==> src/rtl/ysyx_24110015_mem_arbiter.sv <==
// ysyx_24110015_mem_arbiter: IFU/LSU to single AXI4-Lite slave arbiter, one transaction per grant.
// Define ARB_RR_EN for round-robin between IFU and LSU; default is fixed priority LSU > IFU.
module ysyx_24110015_mem_arbiter #(
    parameter int ADDR_W = 32,
    parameter int DATA_W = 32
) (
    input  logic                clk,
    input  logic                rst,
    input  logic [ADDR_W-1:0]   ifu_araddr,
    input  logic                ifu_arvalid,
    output logic                ifu_arready,
    output logic [DATA_W-1:0]   ifu_rdata,
    output logic [1:0]          ifu_rresp,
    output logic                ifu_rvalid,
    input  logic                ifu_rready,
    input  logic [ADDR_W-1:0]   lsu_araddr,
    input  logic                lsu_arvalid,
    output logic                lsu_arready,
    output logic [DATA_W-1:0]   lsu_rdata,
    output logic [1:0]          lsu_rresp,
    output logic                lsu_rvalid,
    input  logic                lsu_rready,
    input  logic [ADDR_W-1:0]   lsu_awaddr,
    input  logic                lsu_awvalid,
    output logic                lsu_awready,
    input  logic [DATA_W-1:0]   lsu_wdata,
    input  logic [DATA_W/8-1:0] lsu_wstrb,
    input  logic                lsu_wvalid,
    output logic                lsu_wready,
    output logic [1:0]          lsu_bresp,
    output logic                lsu_bvalid,
    input  logic                lsu_bready,
    output logic [ADDR_W-1:0]   mem_araddr,
    output logic                mem_arvalid,
    input  logic                mem_arready,
    input  logic [DATA_W-1:0]   mem_rdata,
    input  logic [1:0]          mem_rresp,
    input  logic                mem_rvalid,
    output logic                mem_rready,
    output logic [ADDR_W-1:0]   mem_awaddr,
    output logic                mem_awvalid,
    input  logic                mem_awready,
    output logic [DATA_W-1:0]   mem_wdata,
    output logic [DATA_W/8-1:0] mem_wstrb,
    output logic                mem_wvalid,
    input  logic                mem_wready,
    input  logic [1:0]          mem_bresp,
    input  logic                mem_bvalid,
    output logic                mem_bready
);
    localparam logic [1:0] IDLE   = 2'd0;
    localparam logic [1:0] IFU_RD = 2'd1;
    localparam logic [1:0] LSU_RD = 2'd2;
    localparam logic [1:0] LSU_WR = 2'd3;

    logic [1:0] state, next, idle_next;
    logic       ar_done, aw_done, w_done;
    logic       is_ifu, is_lr, is_lw, rd, done, pick_lsu;

    assign is_ifu = state == IFU_RD;
    assign is_lr  = state == LSU_RD;
    assign is_lw  = state == LSU_WR;
    assign rd     = is_ifu | is_lr;

`ifdef ARB_RR_EN
    logic last_grant;  // 1: IFU was granted last, so LSU wins the next tie
    assign pick_lsu = (lsu_awvalid | lsu_arvalid) & (~ifu_arvalid | last_grant);
    always_ff @(posedge clk) begin
        if (rst) last_grant <= 1'b0;
        else if (state == IDLE && next != IDLE) last_grant <= next == IFU_RD;
    end
`else
    assign pick_lsu = lsu_awvalid | lsu_arvalid;
`endif

    assign idle_next = pick_lsu ? (lsu_awvalid ? LSU_WR : LSU_RD) : ifu_arvalid ? IFU_RD : IDLE;
    assign done      = rd ? mem_rvalid & mem_rready : is_lw & mem_bvalid & mem_bready;
    assign next      = state == IDLE ? idle_next : done ? IDLE : state;

    // Handshake flags keep an accepted AR/AW/W from being offered to the slave twice
    always_ff @(posedge clk) begin
        if (rst) begin
            state   <= IDLE;
            ar_done <= 1'b0;
            aw_done <= 1'b0;
            w_done  <= 1'b0;
        end else begin
            state   <= next;
            ar_done <= state != IDLE & (ar_done | (mem_arvalid & mem_arready));
            aw_done <= state != IDLE & (aw_done | (mem_awvalid & mem_awready));
            w_done  <= state != IDLE & (w_done | (mem_wvalid & mem_wready));
        end
    end

    assign mem_araddr  = is_ifu ? ifu_araddr : is_lr ? lsu_araddr : '0;
    assign mem_arvalid = rd & ~ar_done & (is_ifu ? ifu_arvalid : lsu_arvalid);
    assign ifu_arready = is_ifu & ~ar_done & mem_arready;
    assign lsu_arready = is_lr & ~ar_done & mem_arready;
    assign mem_rready  = (is_ifu & ifu_rready) | (is_lr & lsu_rready);
    assign ifu_rdata   = is_ifu ? mem_rdata : '0;
    assign ifu_rresp   = is_ifu ? mem_rresp : '0;
    assign ifu_rvalid  = is_ifu & mem_rvalid;
    assign lsu_rdata   = is_lr ? mem_rdata : '0;
    assign lsu_rresp   = is_lr ? mem_rresp : '0;
    assign lsu_rvalid  = is_lr & mem_rvalid;

    assign mem_awaddr  = is_lw ? lsu_awaddr : '0;
    assign mem_awvalid = is_lw & ~aw_done & lsu_awvalid;
    assign lsu_awready = is_lw & ~aw_done & mem_awready;
    assign mem_wdata   = is_lw ? lsu_wdata : '0;
    assign mem_wstrb   = is_lw ? lsu_wstrb : '0;
    assign mem_wvalid  = is_lw & ~w_done & lsu_wvalid;
    assign lsu_wready  = is_lw & ~w_done & mem_wready;
    assign mem_bready  = is_lw & lsu_bready;
    assign lsu_bresp   = is_lw ? mem_bresp : '0;
    assign lsu_bvalid  = is_lw & mem_bvalid;
endmodule
==> config.mk <==
export PLATFORM = sky130hd
export DESIGN_NAME = ysyx_24110015_mem_arbiter
export DESIGN_NICKNAME = d
export VERILOG_FILES = /design/src/rtl/ysyx_24110015_mem_arbiter.sv
export SDC_FILE = /design/constraint.sdc
export NUM_CORES = 1
export LEC_CHECK = 0
export ABC_AREA = 1
export CORE_AREA = 4 4 140 142
export CTS_BUF_LIST = sky130_fd_sc_hd__clkbuf_4 sky130_fd_sc_hd__clkbuf_8 sky130_fd_sc_hd__clkbuf_16
export DETAILED_ROUTE_END_ITERATION = 6
export DIE_AREA = 0 0 144 146
export GPL_TIMING_DRIVEN = 1
export PLACE_DENSITY = 0.47
export REMOVE_ABC_BUFFERS = 1
export SLEW_MARGIN = 25
export SYNTH_ARGS = -nofsm -noshare
export SYNTH_HDL_FRONTEND = slang
export SYNTH_SLANG_ARGS = --single-unit
==> constraint.sdc <==
create_clock -name clk -period 2 [get_ports clk]
set_input_delay 0.5 -clock clk [delete_from_list [all_inputs] [get_ports clk]]
set_output_delay 0.5 -clock clk [all_outputs]
set_load 0.1 [all_outputs]
-- Yosys cells after proc, flatten, opt, wreduce, memory -nomap -nowiden
Cells that the tools add are included.
- equality and inequality tests: 3
- multiplexer cells: 17
- bitwise gates (word level): 35
- reduce and logical (&&, ||, !) cells: 3
- operator list (cell ; number):
    2-to-1 mux 32 bit ; 6
    bitwise AND 1 bit ; 26
    2-to-1 mux 2 bit ; 6
    bitwise OR 1 bit ; 6
    == test 2 bit (second input constant) ; 2
    2-to-1 mux 1 bit ; 4
    2-to-1 mux 4 bit ; 1
    nonzero test 2 bit ; 2
    inverter 1 bit ; 3
    == test 2 x 1 -> 1 bit (second input constant) ; 1
    zero test 2 bit ; 1
- flip-flop bits (word level): 5
- input bits: 182
- output and inout bits: 182
- logic and storage cells: 62

-- Logic depth before layout (Yosys ltp)
- word-level depth: 7
- mapped depth: 8
- depth with buffers taken out: 7

-- Least setup slack after synthesis
Ideal clock, no wire load.
- path type: register -> output
- start point: register state[0]
- end point: output lsu_awready
- data arrival time: 2.905 ns
- data required time: 1.500 ns
- path slack: -1.405 ns
- stages on the path, launching flop included: 5
- path buffers: 1
- path through: dfxtp_1 ha_1 buf_4 inv_2 nor3b_1
- word-level cells in the longest chain between the ends: 3
- RTL lines (what ; RTL line ; RTL):
    start: declaration ; 56 ; logic [1:0] state, next, idle_next;
    start signal: assignment ; 88 ; state <= next;
    == test 2 bit ; 62 ; assign is_lw = state == LSU_WR;
    bitwise AND 1 bit (2 in a row) ; 109 ; assign lsu_awready = is_lw & ~aw_done & mem_awready;
    end: declaration ; 25 ; output logic lsu_awready,
No other way between the ends.

-- Worst setup path in the final report
- start point: register state[1]
- end point: output mem_araddr[22]
- word-level cells in the longest chain between the ends: 3
- elaborated cells between the ends (all ways): 4
- classes of those cells: eq/ne (2); mux (2)
- RTL lines (what ; RTL line ; RTL):
    == test 2 bit ; 61 ; assign is_lr = state == LSU_RD;
    2-to-1 mux 32 bit ; 95 ; assign mem_araddr = is_ifu ? ifu_araddr : is_lr ? lsu_araddr : '0;
    2-to-1 mux 32 bit * ; 95 ;
    end: declaration ; 33 ; output logic [ADDR_W-1:0] mem_araddr,
Every way passes the cells marked *; elsewhere a longest branch is shown, timed or not.

==> results.yml <==
route:
  vias: 4005
  drcViolationCount: 0
  drtIter0Drc: 58
  via_per_inst: 3.67
  routedWlPerCell_um: 16.1
  first_pass_iters: 4
  routed_wirelength_um: 17600
  antenna_left: 0
clock_tree:
  cts_made_buffers: 3
  clkTransAtPathRegs_ps: 30
  h-tree-depth: 1
  clock_latency_ps: 230
  clock_sink_count: 5
  cts_tree: "built"
  clockRootBuffer: "clkbuf_16"
  hold_buffers: 0
  clk_path_buf_depth: 2
critical_path:
  slowest_stage: "dfxtp_2"
  crit_required_ps: 1500
  end_kind: "output port"
  cpMostUsedCell: "buf_12"
  cp_max_fo: 8
  slowest_delay_ps: 330
  startpoint_type: "flip-flop"
  path_buf_inv: 5
  worstPathArrival_ps: 1540
  crit_family: "buffers and inverters"
  worstPathCellList: "inv_2 -> ha_4 -> buf_6 -> inv_12 -> buf_12 -> nand3_2 -> nand2_2 -> buf_12"
  path_class: "flip-flop to output port"
run_status:
  violations: "setup timing"
  outcome: "finished with violations"
power:
  leakage_nw: 4.72
  p_switching_mw: 2.96
  pwr_density_cell_nw_per_um2: 557
  switching_share_pct: 56.5
  vdd_ir_drop_max_uv: 237
  clkPwrFrac_pct: 6.6
  power.share.sequential_pct: 2.3
  comb_power_share_pct: 91.1
  p_int_mw: 2.28
  power_mw: 5.24
timing:
  layout_setup_ws_ps: -35.5
  slew_violations: 0
  worst_pin_slew_ps: 232
  fin_crit_ps: 2040
  rsz0062_at_grt: "true"
  final_hold_viol_count: 0
  finalClockSkew_ps: 0.859
  relSlewSlack_pct: 84.5
  setup_viol_count_final: 49
  fmax_mhz: 491
  fin_crit_sh_pct: 102
cells_and_area:
  drive_gt1_share_pct: 58.1
  syn_to_final_growth_pct: 371
  fillers: 1636
  finish.utilization_pct: 51.0
  fin_nets: 1042
global_route:
  grt_pass1_vias: 3691
  grt_pass1_wl_um: 22800
  grt.total_usage_pct: 14.1
  grt_max_degree: 22
  antenna_found_initial: 3
  grt_overflow: 0
yosys:
  avgSynthCellArea_um2: 4.36
  ys_seq_area_share_pct: 5.02
  ys_seq_elements: 5
  syn_area_um2: 2000
  synth_cell_types: 21
  netlist_instances: 458
  yosys_warnings: 0
run:
  drv_cap: 0
place:
  dp_slack_ps: -151
  hpwl_um: 13300
  place.gp.congestion: 0.796
  portBuffers: 363
floorplanning:
  row_count: 50
  die_x_um: 144
  core_um2: 18500
  die_y_um: 146
  dieArea_um2: 21000
  io_pins: 364
  initial_core_util_pct: 10.8
worst_hold_path:
  hold_path_class: "flip-flop to flip-flop"
[area by class of cell]
| class | count | area [um2] | area share (%) |
|---|---|---|---|
| Clock buffer | 4 | 82.6 | 0.878 |
| Antenna cell | 2 | 5.00 | 0.0532 |
| Tap cell | 234 | 293 | 3.11 |
| Multi-Input combinational cell | 274 | 1860 | 19.8 |
| Inverter | 152 | 623 | 6.62 |
| Timing Repair Buffer | 420 | 6440 | 68.4 |
| Sequential cell | 5 | 105 | 1.12 |
[placed cells by master, fill, tap and decap left out, types with 3 or more instances in the layout]
master	Yosys	layout
clkbuf_16	0	13
bufbuf_16	0	3
nand3_2	0	26
nand4_1	3	3
nand3_4	0	6
clkdlybuf4s50_1	0	179
dfxtp_1	5	3
nand2_4	0	37
nand2_2	0	57
buf_8	0	3
nor2_2	1	3
buf_16	0	5
ha_4	0	3
buf_6	0	9
inv_4	1	16
buf_12	0	194
inv_1	150	40
buf_4	8	15
inv_2	1	95
a21oi_1	4	4
nand2_1	216	122
[path summary, 6_finish.rpt]
| check | from | to | slack [ps] | cells past startpoint |
|---|---|---|---|---|
| setup / recovery | state[1] | mem_araddr[22] | -40 | 8 |
| hold / removal | w_done | w_done | 570 | 2 |
| setup reg to reg | state[0] | state[0] | 430 | 8 |
| hold reg to reg | w_done | w_done | 570 | 2 |
[state kept, by name, summed over array words and instances, names as in the netlist]
name     count
w_done       1
state        2
ar_done      1
aw_done      1
[worst reg2reg max path: cells and delay by family, from the launching register on]
family,cells,cell delay (ps)
compound gates,1,160
fa+ha+maj,1,180
buf+inv,3,470
flops,1,360
simple gates,3,320
[logic make-up (layout without fill, tap and decap cells)]
family / Yosys count / count (layout) / share of synthesized area (%)
fa+ha+maj: 4 / 4 / 2.51
other cells: 0 / 2 / 0
simple gates: 262 / 262 / 53.8
flops: 5 / 5 / 5.02
buf+inv: 179 / 576 / 36.5
compound gates: 8 / 8 / 2.19
[power by group through the flow]
stage	logic, mW	clock network, mW	registers, mW
floorplan	2.30	0	0.114
global placement	4.14	0	0.115
detailed placement	4.15	0	0.116
CTS	4.45	0.353	0.118
global route	4.93	0.360	0.119
finish	4.78	0.346	0.119
[through the flow]
step,std cells,instance area (um2),setup TNS [ps],hold slack [ps]
floorplan,431,1840,-184280,474
global placement,1051,7870,-130,539
detailed placement,1051,7870,-151,540
CTS,1075,8460,-841,559
global route,1091,9410,-5010,606
finish,1091,9410,-571,570
[repair_timing]
| item | in CTS | in global routing |
|---|---|---|
| setup endpoints to repair | 153 | 159 |
| gates resized for setup | 77 | 261 |
| gates cloned | 8 | 12 |
| pin swaps | 9 | 19 |
| buffers inserted | 12 | 2 |
[synthesized netlist by cell type]
cell type	count	area share, %
nand2_1	216	41
inv_1	150	28
nand3_1	32	8.0
buf_2	19	4.8
buf_4	8	3.0
dfxtp_1	5	5.0
a21oi_1	4	1.0
ha_1	4	2.5
nor2_1	4	0.75
nand4_1	3	0.94
nor3b_1	2	0.75
o21ai_0	2	0.50
a21oi_2	1	0.44
and3_1	1	0.31
inv_2	1	0.19
inv_4	1	0.31
nor2_2	1	0.31
nor3_4	1	0.82
nor3b_4	1	0.94
o21ai_1	1	0.25
or2_2	1	0.31
[per-layer routing]
layer | track usage (%) | share of wire [%]
met1 | 14.9 | 34
met3 | 5.13 | 10
met4 | 2.45 | 1.3
met5 | 0 | 0.040
met2 | 26.8 | 55
(Power assumes the default switching activity.)
